### src/rtl/axi_write_packer.sv
// Packs merger-tree FIFO items into AXI4-Stream beats, frames packets with tlast and flushes partial beats on terminators.
// Optional statistics counters are built only when WRITE_PACKER_STATS_EN is defined.
module axi_write_packer #(
    parameter int C_AXIS_TDATA_WIDTH = 512,
    parameter int C_SORTER_BIT_WIDTH = 128,
    parameter int C_RECORD_WIDTH     = 32,
    parameter int C_BURST_BEATS      = 64
) (
    input  logic                            m_axis_aclk,
    input  logic                            m_axis_aresetn,
    output logic                            m_axis_tvalid,
    input  logic                            m_axis_tready,
    output logic [C_AXIS_TDATA_WIDTH-1:0]   m_axis_tdata,
    output logic [C_AXIS_TDATA_WIDTH/8-1:0] m_axis_tkeep,
    output logic                            m_axis_tlast,
    input  logic                            read_fifo_out,
    input  logic [C_SORTER_BIT_WIDTH-1:0]   out_fifo_item,
    output logic                            fifo_out_i_deq,
    output logic [31:0]                     stat_beats,
    output logic [31:0]                     stat_packets,
    output logic [31:0]                     stat_stall
);

    localparam int RATIO  = C_AXIS_TDATA_WIDTH / C_SORTER_BIT_WIDTH;
    localparam int KEEP_W = C_AXIS_TDATA_WIDTH / 8;
    localparam int ITEM_B = C_SORTER_BIT_WIDTH / 8;
    localparam int PCNT_W = $clog2(RATIO + 1);
    localparam int BCNT_W = $clog2(C_BURST_BEATS + 1);

    localparam logic [0:0] S_PACK  = 1'b0;
    localparam logic [0:0] S_DRAIN = 1'b1;

    localparam logic [PCNT_W-1:0] LAST_SLOT = PCNT_W'(RATIO - 1);
    localparam logic [PCNT_W-1:0] PCNT_ONE  = PCNT_W'(1);
    localparam logic [BCNT_W-1:0] LAST_BEAT = BCNT_W'(C_BURST_BEATS - 1);
    localparam logic [BCNT_W-1:0] BCNT_ONE  = BCNT_W'(1);

    logic [0:0]                    r_state;
    logic [PCNT_W-1:0]             r_pack_cnt;
    logic [BCNT_W-1:0]             r_beat_cnt;
    logic [C_SORTER_BIT_WIDTH-1:0] r_slot [RATIO];
    logic                          r_tvalid;
    logic [C_AXIS_TDATA_WIDTH-1:0] r_tdata;
    logic [KEEP_W-1:0]             r_tkeep;
    logic                          r_tlast;

    logic                          w_is_term;
    logic                          w_full;
    logic                          w_completes;
    logic                          w_can_load;
    logic                          w_pop;
    logic                          w_term_load;
    logic                          w_load;
    logic [C_AXIS_TDATA_WIDTH-1:0] w_beat;
    logic [KEEP_W-1:0]             w_keep;

    assign w_is_term   = (out_fifo_item[C_RECORD_WIDTH-1:0] == '0);
    assign w_full      = ~w_is_term & (r_pack_cnt == LAST_SLOT);
    assign w_completes = w_is_term | w_full;
    assign w_can_load  = ~r_tvalid | m_axis_tready;
    assign w_pop       = read_fifo_out & (r_state == S_PACK) & (~w_completes | w_can_load);
    // A terminator with nothing open in the packet is swallowed without producing a beat.
    assign w_term_load = w_pop & w_is_term & ((r_pack_cnt != '0) | (r_beat_cnt != '0));
    assign w_load      = (w_pop & w_full) | w_term_load;

    assign fifo_out_i_deq = w_pop;

    always_comb begin
        w_beat = '0;
        w_keep = '0;
        for (int k = 0; k < RATIO; k++) begin
            if (PCNT_W'(k) < r_pack_cnt) begin
                w_beat[k*C_SORTER_BIT_WIDTH +: C_SORTER_BIT_WIDTH] = r_slot[k];
                w_keep[k*ITEM_B +: ITEM_B] = '1;
            end else if ((PCNT_W'(k) == r_pack_cnt) && w_full) begin
                w_beat[k*C_SORTER_BIT_WIDTH +: C_SORTER_BIT_WIDTH] = out_fifo_item;
                w_keep[k*ITEM_B +: ITEM_B] = '1;
            end
        end
    end

    always_ff @(posedge m_axis_aclk) begin
        for (int k = 0; k < RATIO; k++) begin
            if (w_pop && !w_completes && (r_pack_cnt == PCNT_W'(k))) begin
                r_slot[k] <= out_fifo_item;
            end
        end
    end

    always_ff @(posedge m_axis_aclk or negedge m_axis_aresetn) begin
        if (!m_axis_aresetn) begin
            r_state    <= S_PACK;
            r_pack_cnt <= '0;
            r_beat_cnt <= '0;
            r_tvalid   <= 1'b0;
            r_tdata    <= '0;
            r_tkeep    <= '0;
            r_tlast    <= 1'b0;
        end else begin
            if (w_pop) begin
                r_pack_cnt <= w_completes ? '0 : r_pack_cnt + PCNT_ONE;
                if (w_full) begin
                    r_beat_cnt <= (r_beat_cnt == LAST_BEAT) ? '0 : r_beat_cnt + BCNT_ONE;
                end else if (w_is_term) begin
                    r_beat_cnt <= '0;
                end
            end
            // A load in the same cycle as an accept keeps tvalid high with the new beat.
            if (w_load) begin
                r_tvalid <= 1'b1;
                r_tdata  <= w_beat;
                r_tkeep  <= w_keep;
                r_tlast  <= w_is_term | (r_beat_cnt == LAST_BEAT);
            end else if (m_axis_tready) begin
                r_tvalid <= 1'b0;
            end
            if (w_term_load) begin
                r_state <= S_DRAIN;
            end else if ((r_state == S_DRAIN) && r_tvalid && m_axis_tready) begin
                r_state <= S_PACK;
            end
        end
    end

    assign m_axis_tvalid = r_tvalid;
    assign m_axis_tdata  = r_tdata;
    assign m_axis_tkeep  = r_tkeep;
    assign m_axis_tlast  = r_tlast;

`ifdef WRITE_PACKER_STATS_EN
    logic [31:0] r_stat_beats;
    logic [31:0] r_stat_packets;
    logic [31:0] r_stat_stall;

    always_ff @(posedge m_axis_aclk or negedge m_axis_aresetn) begin
        if (!m_axis_aresetn) begin
            r_stat_beats   <= '0;
            r_stat_packets <= '0;
            r_stat_stall   <= '0;
        end else begin
            if (r_tvalid && m_axis_tready) begin
                r_stat_beats <= r_stat_beats + 32'd1;
                if (r_tlast) begin
                    r_stat_packets <= r_stat_packets + 32'd1;
                end
            end
            if (r_tvalid && !m_axis_tready) begin
                r_stat_stall <= r_stat_stall + 32'd1;
            end
        end
    end

    assign stat_beats   = r_stat_beats;
    assign stat_packets = r_stat_packets;
    assign stat_stall   = r_stat_stall;
`else
    assign stat_beats   = 32'd0;
    assign stat_packets = 32'd0;
    assign stat_stall   = 32'd0;
`endif

endmodule
### config.mk
export PLATFORM = sky130hd
export DESIGN_NAME = axi_write_packer
export DESIGN_NICKNAME = d
export VERILOG_FILES = /design/src/rtl/axi_write_packer.sv
export SDC_FILE = /design/constraint.sdc
export NUM_CORES = 1
export LEC_CHECK = 0
export BUFFER_PORTS_ARGS = -buffer_cell sky130_fd_sc_hd__buf_2
export CAP_MARGIN = 20
export CORE_AREA = 2 2 310 312
export CTS_BUF_LIST = sky130_fd_sc_hd__clkbuf_8
export DETAILED_ROUTE_END_ITERATION = 6
export DIE_AREA = 0 0 312 314
export GPL_ROUTABILITY_DRIVEN = 0
export PLACE_DENSITY_LB_ADDON = 0.3
export SLEW_MARGIN = 10
export SYNTH_ARGS = -nofsm -noshare
export SYNTH_HDL_FRONTEND = slang
export SYNTH_SLANG_ARGS = --single-unit
### constraint.sdc
create_clock -name m_axis_aclk -period 36.8 [get_ports m_axis_aclk]
set_clock_uncertainty 0.15 [all_clocks]
set_input_delay 3.68 -clock m_axis_aclk [delete_from_list [all_inputs] [get_ports m_axis_aclk]]
set_output_delay 3.68 -clock m_axis_aclk [all_outputs]
set_load 0.02 [all_outputs]
-- Word-level counts from Yosys, hierarchy flattened
Memories as Yosys holds them, arrays and structs flattened.
Cells that the tools add are included.
- register bits after elaboration: 589
- bits in writable memories: 512
- output and inout port bits: 675
- memories: 1
- memory list (memory ; words ; bits a word ; rd ports ; clocked after Yosys merged registers in ; wr ports ; line ; RTL):
    r_slot ; 4 ; 128 ; 4 ; 0 ; 1 ; 41 ; logic [C_SORTER_BIT_WIDTH-1:0] r_slot [RATIO];
- add/subtract/negate cells: 2
- magnitude comparators: 4
- equality and inequality tests: 7
- multiplexer cells: 41
- bitwise logic cells: 16
- reductions and logical operators: 23
- operator list (operator ; count):
    128-bit 2-to-1 mux ; 11
    128-bit OR reduction ; 3
    16-bit 2-to-1 mux ; 8
    32-bit logical NOT ; 1
    7-bit 2-to-1 mux ; 3
    1-bit 2-to-1 mux ; 15
    1-bit logical AND ; 11
    7-bit by 1-bit adder with 7-bit output (second input constant) ; 1
    7-bit by 6-bit == test with 1-bit output (second input constant) ; 1
    7-bit nonzero test ; 1
    1-bit bitwise AND ; 6
    2-bit by 3-bit == test with 1-bit output (first input constant) ; 2
    3-bit by 2-bit == test with 1-bit output (second input constant) ; 2
    1-bit by 3-bit less-than comparator with 1-bit output (first input constant) ; 2
    2-bit by 3-bit less-than comparator with 1-bit output (first input constant) ; 2
    2-bit 2-to-1 mux ; 3
    1-bit bitwise OR ; 6
    2-bit nonzero test ; 3
    1-bit inverter ; 4
    3-bit by 1-bit adder with 3-bit output (second input constant) ; 1
    1-bit by 3-bit == test with 1-bit output (first input constant) ; 1
    3-bit by 1-bit == test with 1-bit output (second input constant) ; 1
    3-bit logical NOT ; 1
    3-bit 2-to-1 mux ; 1
    other kinds (3) ; 3

-- Depth between registers and ports, before layout
- depth in word-level cells: 15
- mapped depth: 9
- depth with buffers taken out: 7

-- Worst setup path after synthesis
Ideal clock, no wire load.
- path kind: input-to-reg
- from: input port out_fifo_item[11]
- to: memory r_slot[0][0] (enable)
- arrival time: 17292 ps
- slack: 18385 ps
- stages: 5
- path buffers: 0
- cell sequence: nor4_1 -> and4_1 -> nand2_1 -> nand2_1 -> nor4b_1
- word-level cells in the longest chain between the ends: 15
- elaborated cells between the ends (all ways): 30
- RTL lines (what ; line ; RTL):
    start, declared ; 17 ; input logic [C_SORTER_BIT_WIDTH-1:0] out_fifo_item,
    32-bit logical NOT * ; 57 ; assign w_is_term = (out_fifo_item[C_RECORD_WIDTH-1:0] == '0);
    1-bit inverter ; 58 ; assign w_full = ~w_is_term & (r_pack_cnt == LAST_SLOT);
    1-bit bitwise AND ; 58 ;
    1-bit bitwise OR * ; 59 ; assign w_completes = w_is_term | w_full;
    1-bit inverter ; 61 ; assign w_pop = read_fifo_out & (r_state == S_PACK) & (~w_completes | w_can_load);
    1-bit bitwise OR ; 61 ;
    1-bit bitwise AND ; 61 ;
    1-bit logical AND * ; 84 ; if (w_pop && !w_completes && (r_pack_cnt == PCNT_W'(k))) begin
    1-bit logical AND ; 84 ;
    1-bit 2-to-1 mux ; 84 ;
    1-bit 2-to-1 mux (implied by the code) ; 85 ; r_slot[k] <= out_fifo_item;
    128-bit OR reduction (no line) ; - ;
    2-bit 2-to-1 mux (no line) / 1-bit 2-to-1 mux (equally long branches) (3 in series) ; - ;
    end, declared ; 41 ;
Every way passes the cells marked *; elsewhere a longest branch is shown, timed or not.

-- Worst setup path after layout
- from: input port out_fifo_item[27]
- to: output port fifo_out_i_deq
- word-level cells in the longest chain between the ends: 7
- RTL lines (what ; line ; RTL):
    32-bit logical NOT * ; 57 ;
    1-bit inverter ; 58 ;
    1-bit bitwise AND ; 58 ;
    1-bit bitwise OR * ; 59 ;
    1-bit inverter * ; 61 ;
    1-bit bitwise OR * ; 61 ;
    1-bit bitwise AND * ; 61 ;
    end, declared ; 18 ; output logic fifo_out_i_deq,
Marked as above.

==> results.json <==
{
  "multiInputGateArea_sq_um": 9110,
  "post-cts-setup-buffer-count": 0,
  "worstPathMaxFanout": 6,
  "synth.top_cell.area_share_pct": 39.5,
  "wire_length_per_cell_after_detailed_routing_um": 21.5,
  "syn-mean-instance-area_sq_um": 12.9,
  "cts-resized-gates": 0,
  "maximum_number_of_pins_on_one_net_before_global_route_repair": 210,
  "post_synth_main_area_contributors": "sky130_fd_sc_hd__edfxtp_1 (39%), sky130_fd_sc_hd__dfrtp_1 (34%), sky130_fd_sc_hd__o21ai_0 (6.3%), sky130_fd_sc_hd__nand3_1 (4.9%), sky130_fd_sc_hd__nand2_1 (4.7%)",
  "critical_path_cell_by_cell": "buf_2 > nor4_1 > and4_1 > a21oi_1 > o21a_1 > buf_2",
  "synth_top_family_by_area": "simple AND/OR/NAND/NOR gates",
  "drt_drc_violations_left": 0,
  "area_of_placed_instances_sq_um": 43200,
  "fraction_of_final_layout_cells_sized_beyond_drive_strength_1_pct": 25.2,
  "post-place-ws_ns": 27.37,
  "number_of_flip_flops_and_latches_in_the_synthesized_netlist": 1041,
  "utilization_pct": 49.4,
  "p_leak_nw": 21.3,
  "final_min_period_over_clock_period_pct": 25.7,
  "die_h_um": 314,
  "grt_setup_unrepaired": "false",
  "ys_types": 46,
  "cp-end-kind": "output pin",
  "antenna_found_initial": 10,
  "synth-adder-area-share_pct": 0.161,
  "place.port_buffers": 710,
  "cell_area_synth_sq_um": 39000,
  "timing.critical_path.mode_cell": "sky130_fd_sc_hd__buf_2",
  "layout.nets": 3912,
  "synth-main-ff-cell": "sky130_fd_sc_hd__dfrtp_1",
  "crit_required_ns": 32.97,
  "filler_cell_count": 8526,
  "layout.cells.most_common_list": "sky130_fd_sc_hd__buf_2 (709), sky130_fd_sc_hd__dfrtp_1 (528), sky130_fd_sc_hd__edfxtp_1 (512)",
  "die_w_um": 312,
  "design.die.area_sq_um": 98000,
  "drv.max_cap_violation_count": 0,
  "final_min_period_ns": 9.46,
  "worst_case_vdd_ir_drop_mv": 0.0463,
  "final_design_area_no_fill_sq_um": 46600,
  "core_area_sq_um": 94400,
  "ios": 807,
  "ctsHtreeMaxLevel": 4,
  "crit_path_top_delay_cell": "sky130_fd_sc_hd__nor4_1",
  "row_count": 113,
  "edff_count_synth": 512,
  "cts_num_sinks": 1041,
  "yosys.area_share.simple_pct": 10.3,
  "slew_at_the_pin_closest_to_its_max_slew_limit_ns": 1.12,
  "clock_tree.buffer_depth": 3,
  "ys.warnings.count": 0,
  "cts_tree": "done",
  "cp-start-kind": "input pin",
  "outcome": "completed",
  "clock_latency_on_the_worst_skew_pair_ns": 0.85,
  "netlist_instances": 3018,
  "report.final.slew_viol_count": 0,
  "max_clock_freq_mhz": 106,
  "postLayoutSetupSlackWorst_ns": 27.34,
  "via_count_of_the_first_global_routing_pass": 25700,
  "grt_use_total_pct": 22.3,
  "crit_type": "in2out",
  "total_power_mw": 3.91,
  "areal_power_density_over_the_cells_nw_per_um2": 83.8,
  "cts-hold-fix-buffers": 0,
  "synth_compound_gate_area_share_pct": 9.62,
  "route.detailed.vias_per_inst": 5.14,
  "final.hold.worst_slack_ns": 0.329,
  "hold_viol": 0,
  "cts_root_buffer": "sky130_fd_sc_hd__clkbuf_8",
  "synthDominantAreaCellType": "sky130_fd_sc_hd__edfxtp_1",
  "grt_first_pass_wirelength_um": 166000,
  "synth-xor-area-share_pct": 0,
  "max_stage_delay_ns": 0.65,
  "numPlacedInstances": 4869,
  "place.detailed.hpwl_um": 65400,
  "start_util_pct": 41.3,
  "async_reset_ff_share_pct": 50.8,
  "fin_setup_tns_ns": 0,
  "post_layout_nonfiller_instances": 5194,
  "post_synth_mux_area_share_pct": 0.976,
  "slew_headroom_pct": 25.6,
  "yosysSeqAreaShare_pct": 73.4,
  "detail_route.wirelength_um": 112000,
  "worstHoldPathType": "reg2reg",
  "synthToLayoutAreaGrowth_pct": 19.6,
  "setup_violations": 0,
  "grt-ovfl-total": 0,
  "routed-via-count": 26700,
  "most_frequent_standard_cell_in_the_layout_excluding_fill_and_tap_cells": "sky130_fd_sc_hd__buf_2",
  "first_pass_iters": 5,
  "antenna_violating_nets_post_route": 0,
  "drt_first_iter_violations": 2364,
  "number_of_buffers_added_by_the_clock_tree_synthesis_step": 168,
  "seq_area_sq_um": 28600,
  "cts.clk_slew.worst_paths_ns": 0.06,
  "arrival_time_reported_for_the_critical_path_endpoint_ns": 5.63
}
layout make-up:
class / count / share of cell area, %
Sequential cell: 1041 / 61.4
Multi-Input combinational cell: 1816 / 19.6
Timing Repair Buffer: 744 / 8.37
Clock buffer: 197 / 5.82
Tap cell: 1265 / 3.40
Clock inverter: 119 / 1.39
Antenna cell: 8 / 0.0430
Inverter: 4 / 0.0322
state kept, by name, indices dropped and copies added, names as in the netlist:
name,cells
r_state,1
r_beat_cnt,7
r_pack_cnt,3
r_slot,512
m_axis_tkeep,4
m_axis_tdata,512
m_axis_tlast,1
m_axis_tvalid,1
power by group:
part	internal, mW	switching [mW]	total [mW]
logic	0.371	0.865	1.24
clock network	0.519	0.471	0.990
registers	1.52	0.159	1.68
metal layers:
layer	vias up	share of wire [%]	track usage, %
li1	12000	-	-
met1	13400	40	28.6
met2	1107	48	35.8
met3	228	7.6	6.00
met4	2	3.6	9.52
met5	-	0.012	0
cells by family (layout without fill, tap and decap cells):
kind of cell             Yosys count  after routing
multiplexers                      34             34
AND/OR/NAND/NOR                  914            914
adder cells (fa/ha/maj)            5              5
other                              1            232
buffers and inverters            384           1064
flip-flops                      1041           1041
AO/OA/AOI/OAI                    639            639
worst paths after layout:
check | from | endpoint | slack [ns] | depth (start not counted)
max in group asynchronous | m_axis_aresetn | m_axis_tdata[429] | 30.79 | 4
worst max register to register | r_pack_cnt[2] | m_axis_tdata[334] | 32.25 | 9
worst min-delay path | m_axis_tdata[388] | m_axis_tdata[388] | 0.33 | 1
min in group asynchronous | m_axis_aresetn | m_axis_tdata[500] | 2.71 | 1
worst min register to register | m_axis_tdata[388] | m_axis_tdata[388] | 0.33 | 1
worst max-delay path | out_fifo_item[27] | fifo_out_i_deq | 27.34 | 6
worst max-delay path: cells and delay by family:
family                 cells  cell delay [ns]
and+or+nand+nor            2             1.15
AOI/OAI and AO/OA          2             0.45
buffers and inverters      2             0.34
cell usage after synthesis, drive strengths merged (3+ instances only):
cell type	instances
dfrtp	529
nand4	3
nor4b	4
o21ai	489
nor4	9
a22o	34
nor2	4
clkbuf	167
mux2	32
and3	3
or3	3
buf	213
inv	4
edfxtp	512
o22a	5
a2bb2oi	96
ha	5
nand2	492
nand3	386
a21oi	7
(Power assumes the default switching activity.)
